--- src/rtl/benes_unpermute_6_if.sv ---
// Handshake bundle for the 6-bit inverse Benes unit: data in, data out, key load and idle status.
// The slave modport is the unpermuter and the master modport is whoever feeds and drains it.
interface benes_unpermute_6_if;
    logic        in_valid;
    logic        in_ready;
    logic [5:0]  in_word;
    logic        out_valid;
    logic        out_ready;
    logic [5:0]  out_word;
    logic        key_valid;
    logic        key_ready;
    logic [11:0] key_i;
    logic        idle;

    modport slave (
        input  in_valid, in_word, out_ready, key_valid, key_i,
        output in_ready, out_valid, out_word, key_ready, idle
    );

    modport master (
        output in_valid, in_word, out_ready, key_valid, key_i,
        input  in_ready, out_valid, out_word, key_ready, idle
    );
endinterface

--- src/rtl/benes_unpermute_6.sv ---
// Three-stage inverse of the 6-bit Benes permutation used for random-modulo set indexing.
// Words stay lane-interleaved throughout: subnet-high lane j is bit 2j+1 and subnet-low lane j is bit 2j.
module benes_unpermute_6 (
    input  logic clk,
    input  logic reset,
    benes_unpermute_6_if.slave bus
);
    logic [11:0] key_q, key_d;
    logic        v1_q, v1_d, v2_q, v2_d, v3_q, v3_d;
    logic [5:0]  w1_q, w1_d, w2_q, w2_d, w3_q, w3_d;
    logic        en1, en2, en3;
    logic        inReady, keyReady, isIdle, inFire, keyFire;

    function automatic logic [5:0] pairSwap(input logic [5:0] w, input logic [2:0] sel);
        logic [5:0] r;
        r = w;
        if (sel[0]) {r[1], r[0]} = {w[0], w[1]};
        if (sel[1]) {r[3], r[2]} = {w[2], w[3]};
        if (sel[2]) {r[5], r[4]} = {w[4], w[5]};
        return r;
    endfunction

    function automatic logic [5:0] swap01(input logic [5:0] w, input logic hiEn, input logic loEn);
        logic [5:0] r;
        r = w;
        if (hiEn) {r[3], r[1]} = {w[1], w[3]};
        if (loEn) {r[2], r[0]} = {w[0], w[2]};
        return r;
    endfunction

    function automatic logic [5:0] swap12(input logic [5:0] w, input logic hiEn, input logic loEn);
        logic [5:0] r;
        r = w;
        if (hiEn) {r[5], r[3]} = {w[3], w[5]};
        if (loEn) {r[4], r[2]} = {w[2], w[4]};
        return r;
    endfunction

    // The key may only change while the pipe is empty, so every stage can read key_q directly.
    always_comb begin
        isIdle   = !v1_q && !v2_q && !v3_q;
        keyReady = isIdle && !bus.in_valid;
        keyFire  = bus.key_valid && keyReady;
        en3      = !v3_q || bus.out_ready;
        en2      = !v2_q || en3;
        en1      = !v1_q || en2;
        inReady  = en1 && !keyFire;
        inFire   = bus.in_valid && inReady;

        v1_d  = v1_q;
        v2_d  = v2_q;
        v3_d  = v3_q;
        w1_d  = w1_q;
        w2_d  = w2_q;
        w3_d  = w3_q;
        key_d = key_q;

        if (en1) begin
            v1_d = inFire;
            if (inFire)
                w1_d = swap01(pairSwap(bus.in_word, {key_q[11], key_q[9], key_q[7]}),
                              key_q[5], key_q[2]);
        end
        if (en2) begin
            v2_d = v1_q;
            if (v1_q)
                w2_d = swap01(swap12(w1_q, key_q[4], key_q[1]), key_q[3], key_q[0]);
        end
        if (en3) begin
            v3_d = v2_q;
            if (v2_q)
                w3_d = pairSwap(w2_q, {key_q[10], key_q[8], key_q[6]});
        end
        if (keyFire)
            key_d = bus.key_i;
    end

    always_ff @(posedge clk or posedge reset) begin
        if (reset) begin
            v1_q  <= 1'b0;
            v2_q  <= 1'b0;
            v3_q  <= 1'b0;
            w1_q  <= '0;
            w2_q  <= '0;
            w3_q  <= '0;
            key_q <= '0;
        end else begin
            v1_q  <= v1_d;
            v2_q  <= v2_d;
            v3_q  <= v3_d;
            w1_q  <= w1_d;
            w2_q  <= w2_d;
            w3_q  <= w3_d;
            key_q <= key_d;
        end
    end

    assign bus.in_ready  = inReady;
    assign bus.key_ready = keyReady;
    assign bus.idle      = isIdle;
    assign bus.out_valid = v3_q;
    assign bus.out_word  = w3_q;
endmodule

--- src/flat_wrapper.sv ---
// flat-port wrapper written by rule: the top's interface ports become plain ports
module benes_unpermute_6_flat 
  (clk, reset, bus_in_valid, bus_in_word, bus_out_ready, bus_key_valid, bus_key_i, bus_in_ready, bus_out_valid, bus_out_word, bus_key_ready, bus_idle);
  benes_unpermute_6_if bus_i ();
  input  logic clk;
  input  logic reset;
  input wire logic [$bits(bus_i.in_valid)-1:0] bus_in_valid;
  input wire logic [$bits(bus_i.in_word)-1:0] bus_in_word;
  input wire logic [$bits(bus_i.out_ready)-1:0] bus_out_ready;
  input wire logic [$bits(bus_i.key_valid)-1:0] bus_key_valid;
  input wire logic [$bits(bus_i.key_i)-1:0] bus_key_i;
  output wire logic [$bits(bus_i.in_ready)-1:0] bus_in_ready;
  output wire logic [$bits(bus_i.out_valid)-1:0] bus_out_valid;
  output wire logic [$bits(bus_i.out_word)-1:0] bus_out_word;
  output wire logic [$bits(bus_i.key_ready)-1:0] bus_key_ready;
  output wire logic [$bits(bus_i.idle)-1:0] bus_idle;
  assign bus_i.in_valid = bus_in_valid;
  assign bus_i.in_word = bus_in_word;
  assign bus_i.out_ready = bus_out_ready;
  assign bus_i.key_valid = bus_key_valid;
  assign bus_i.key_i = bus_key_i;
  assign bus_in_ready = bus_i.in_ready;
  assign bus_out_valid = bus_i.out_valid;
  assign bus_out_word = bus_i.out_word;
  assign bus_key_ready = bus_i.key_ready;
  assign bus_idle = bus_i.idle;
  benes_unpermute_6 u_core (.clk(clk), .reset(reset), .bus(bus_i));
endmodule
--- config.mk ---
export PLATFORM = sky130hd
export DESIGN_NAME = benes_unpermute_6_flat
export DESIGN_NICKNAME = d
export VERILOG_FILES = /design/src/rtl/benes_unpermute_6_if.sv /design/src/rtl/benes_unpermute_6.sv /design/src/flat_wrapper.sv
export SDC_FILE = /design/constraint.sdc
export NUM_CORES = 1
export LEC_CHECK = 0
export CORE_UTILIZATION = 54
export CTS_CLUSTER_SIZE = 10
export DETAILED_ROUTE_END_ITERATION = 16
export PLACE_DENSITY_LB_ADDON = 0.3
export RECOVER_POWER = 50
export SYNTH_ARGS = -nofsm -noshare
export SYNTH_HDL_FRONTEND = slang
export SYNTH_SLANG_ARGS = --single-unit
--- constraint.sdc ---
create_clock -name clk -period 4.3 [get_ports clk]
set_input_delay 0.86 -clock clk [delete_from_list [all_inputs] [get_ports clk]]
set_output_delay 0.86 -clock clk [all_outputs]
set_load 0.05 [all_outputs]
## After elaboration in Yosys (flattened, before gate mapping)

Index checks and enable logic that the tools add are counted.

- Order comparisons: 0
- Divide/modulo/power cells: 0
- Bitwise gates (word level): 0
- $mul: 0
- Mux-type cells: 18
- Equal/unequal tests: 0
- Shift operators: 0
- $add $sub $neg: 0
- Reduce and logical (&&, ||, !) cells: 17

Operators by type and width:

| operator | count |
|---|---|
| two-way mux 1 bit | 12 |
| two-way mux 2 bit | 6 |
| logical AND 1 bit | 6 |
| AND reduction 2 bit | 3 |
| zero test 1 bit | 5 |
| logical OR 1 bit | 3 |

- Memories: 0
- Input bits: 23
- Output and inout bits: 10
- Memory bits (read-only): 0
- Bits in registers: 33
- Bits in writable memories: 0
- Bits in latches: 0

## Depth between registers and ports, before layout

- Word-level depth: 9
- Depth in mapped cells: 5

## Worst setup path before layout

OpenSTA, ideal clock, no wires.

- Kind: in2out
- Start: input port bus_in_valid
- End: output port bus_in_ready
- Buffers on the path: 1
- Setup slack: 1333 ps
- Arrival time: 2107 ps
- Stages on the path: 4
- Cells stage by stage: nor4_4 > nand2_2 > buf_6 > and2_1

- Cells in the longest elaborated chain, start to end: 5

Ends and longest elaborated chain:

| what | RTL line | source |
|---|---|---|
| from (decl) | flat_wrapper.sv:7 | `input wire logic [$bits(bus_i.in_valid)-1:0] bus_in_valid;` |
| zero test 1 bit | benes_unpermute_6.sv:42 | `keyReady = isIdle && !bus.in_valid;` |
| logical AND 1 bit | benes_unpermute_6.sv:42 |  |
| logical AND 1 bit | benes_unpermute_6.sv:43 | `keyFire = bus.key_valid && keyReady;` |
| zero test 1 bit | benes_unpermute_6.sv:47 | `inReady = en1 && !keyFire;` |
| logical AND 1 bit | benes_unpermute_6.sv:47 |  |
| to (decl) | flat_wrapper.sv:12 | `output wire logic [$bits(bus_i.in_ready)-1:0] bus_in_ready;` |

No other way between the ends.

## Worst setup path after layout

- Start: input port bus_out_ready
- End: output port bus_in_ready

- Cells in the longest elaborated chain, start to end: 4

Ends and longest elaborated chain:

| what | RTL line | source |
|---|---|---|
| from (decl) | flat_wrapper.sv:9 | `input wire logic [$bits(bus_i.out_ready)-1:0] bus_out_ready;` |
| logical OR 1 bit | benes_unpermute_6.sv:44 | `en3 = !v3_q \|\| bus.out_ready;` |
| logical OR 1 bit | benes_unpermute_6.sv:45 | `en2 = !v2_q \|\| en3;` |
| logical OR 1 bit | benes_unpermute_6.sv:46 | `en1 = !v1_q \|\| en2;` |
| logical AND 1 bit | benes_unpermute_6.sv:47 |  |

No other way between the ends.

==> flow_summary_export.csv <==
group,metric,value,unit
status,status,"complete, but fails checks",
status,violations,"max-capacitance violations, max-slew violations",
global_route,grt_max_degree,34,
synth,yosysWarningCount,0,
timing,setup_violations,0,
cts,clk_pin_slew,0.09,ns
timing,period_share,83.02,%
power_and_ir_drop,finalPower,1.005,mW
routing,drt-vias-per-instance,5.688,
final_layout,drive_gt1_share,18.71,%
die,die-area,0.003106,mm2
power_and_ir_drop,vdd.ir_drop.worst,467.4,uV
routing,drt.antenna.violating_nets,0,
cts,clock_tree.root_cell,"clkbuf_4",
global_route,overflow,0,
timing,tightestPinTransition,1.691,ns
timing,max-slew-margin-rel,-12.70,%
synth,yosys_register_bits,33,
synth,mappedNetlistNets,142,
cts,cts_inserted_buffers,5,
final_layout,nFillCells,210,
routing,wire_per_inst,15.34,um
die,rows,19,
global_route,track_usage,20.54,%
die,die_w,55.73,um
synth,synth_top_cell_area_share,52.97,%
setup_path,cp_max_fo,7,
routing,initialDrtViolationCount,20,
synth,yosys.area.top_type,"dfrtp_1",
final_layout,antenna_cells,0,
final_layout,final_area,0.001949,mm2
power_and_ir_drop,power.leakage,0.8385,nW
min_path,whs_path_depth,1,
cts,cts.sinks,33,
global_route,grt_pass1_wl,4878,um
setup_path,crit_path_end_kind,"output pin",
routing,num_vias,1058,
placed_design,dp_cells,179,
routing,wl,2854,um
final_layout,final_cells,186,
routing,drc,0,
synth,synth_area_leaders,"dfrtp_1, mux2i_1, mux2_4",
routing,dr.pass1.iters,4,
synth,syn_area,0.001559,mm2
setup_path,cp.required,3.44,ns
timing,hold_viol_final,0,
timing,finalMaxSlewViolations,34,
final_layout,synthToLayoutAreaGrowth,25.04,%
run,maxCapViolations,1,
synth,syn_inst,119,
timing,min_period,3.570,ns
timing,clock.fmax,0.2801,GHz
setup_path,reg2regPathDepth,3,
setup_path,startpoint_type,"input pin",
min_path,hp-class,"flip-flop to flip-flop",
cts,insertion_delay,0.33,ns
die,initial_core_util,57.03,%
placed_design,place_area,0.001898,mm2
die,core-area,0.002734,mm2
placed_design,dpl.hpwl,2052,um
placed_design,post-place-ws,0.8767,ns
synth,seq_area_frac_synth,52.97,%
synth,yosysUniqueCellTypes,20,
cts,cts_tree,"done",
cts,post-cts-setup-buffer-count,0,
cts,cts_hold_buf,0,
global_route,grt_pass1_vias,1075,
placed_design,portBuffers,32,
global_route,antenna_found_initial,0,
timing,fin_tns_setup,0,ns
cts,clock_tree.buffer_depth,2,
cts,htree_levels,2,
setup_path,critPathArrivalTime,2.71,ns
setup_path,path_class,"input pin to output pin",
power_and_ir_drop,pwr_density_cell,515.4,mW/mm2
timing,fin_worst_skew,0.01130,ns
timing,setup_ws,0.7303,ns
die,die_y,55.73,um
synth,syn_avg_cell_area,13.10,um2
placed_design,place.gp.congestion,0.7508,
cts,cts_resized,0,
final_layout,nets,178,
die,ioPinCount,33,
timing,rsz0062_at_grt,"false",
==> metrics by stage <==
step	utilization (%)	hold WS [ns]
floorplan	-	0.5010
global placement	69.43	0.5136
detailed placement	69.43	0.5217
CTS	71.44	0.5424
global route	71.30	0.5630
finish	71.30	0.5415
==> final timing paths <==
check,from,end,slack (ns)
worst max register to register,u_core.v2_q$_DFFE_PP0P_,u_core.w1_q[1]$_DFFE_PP0P_,2.52
worst min register to register,u_core.w1_q[2]$_DFFE_PP0P_,u_core.w1_q[2]$_DFFE_PP0P_,0.54
max in group asynchronous,reset,u_core.bus.out_word[5]$_DFFE_PP0P_,1.76
min in group asynchronous,reset,u_core.key_q[3]$_DFFE_PP0P_,1.56
worst max-delay path,bus_out_ready,bus_in_ready,0.73
worst min-delay path,u_core.w1_q[2]$_DFFE_PP0P_,u_core.w1_q[2]$_DFFE_PP0P_,0.54
==> Yosys cell counts, drive strengths merged <==
library cell / instances
buf: 3
a31oi: 10
dfrtp: 33
nand4b: 1
clkbuf: 2
mux2i: 20
and2: 1
a21oi: 12
nand2b: 4
mux2: 20
o21ai: 2
nor4: 1
nand2: 5
nor2: 2
nand3b: 1
nor3: 1
inv: 1
==> critical path, cell delays in order <==
cell and delay, ns:
dlygate4sd3_1 0.57, nand4b_1 0.32, and2_1 0.26, clkdlybuf4s50_1 0.70
==> area by class of cell <==
type | count | area [um2] | area share [%]
sequential | 33 | 825.8 | 42.36
multi-input combinational | 80 | 694.4 | 35.62
timing repair buffer | 34 | 331.6 | 17.01
clock buffer | 7 | 55.05 | 2.824
tap | 31 | 38.79 | 1.990
inverter | 1 | 3.754 | 0.1926
==> cells in the final DEF, fill, tap and decap left out, drive strengths merged, types with 4 or more instances in the layout <==
| master | count |
|---|---|
| a21oi | 12 |
| a31oi | 10 |
| clkbuf | 8 |
| clkdlybuf4s50 | 30 |
| dfrtp | 33 |
| mux2 | 20 |
| mux2i | 20 |
| nand2 | 5 |
| nand2b | 4 |
==> logic make-up (layout without fill, tap and decap cells) <==
family,count (synthesis),after routing,synth area share [%]
AO/OA/AOI/OAI,24,24,8.507
multiplexers,40,40,29.45
AND/OR/NAND/NOR,16,16,6.581
flip-flops,33,33,52.97
buffers and inverters,6,42,2.487
==> registers in the layout (all words and copies together) (netlist names) <==
signal / cells
u_core.bus.out_word: 6
u_core.w2_q: 6
u_core.bus.out_valid: 1
u_core.v1_q: 1
u_core.w1_q: 6
u_core.v2_q: 1
u_core.key_q: 12
==> layer usage <==
| metal | GRT usage [%] | routed length, um | vias up |
|---|---|---|---|
| li1 | - | - | 510 |
| met1 | 24.26 | 1285 | 515 |
| met2 | 34.77 | 1397 | 31 |
| met3 | 7.674 | 152 | 2 |
| met4 | 6.429 | 19 | 0 |
| met5 | 0 | 0 | - |
==> power breakdown <==
part	total, mW	switching, mW	internal [mW]
Combinational	0.350	0.176	0.174
Sequential	0.478	0.0791	0.399
Clock	0.176	0.0993	0.0771
(Power assumes the default switching activity.)
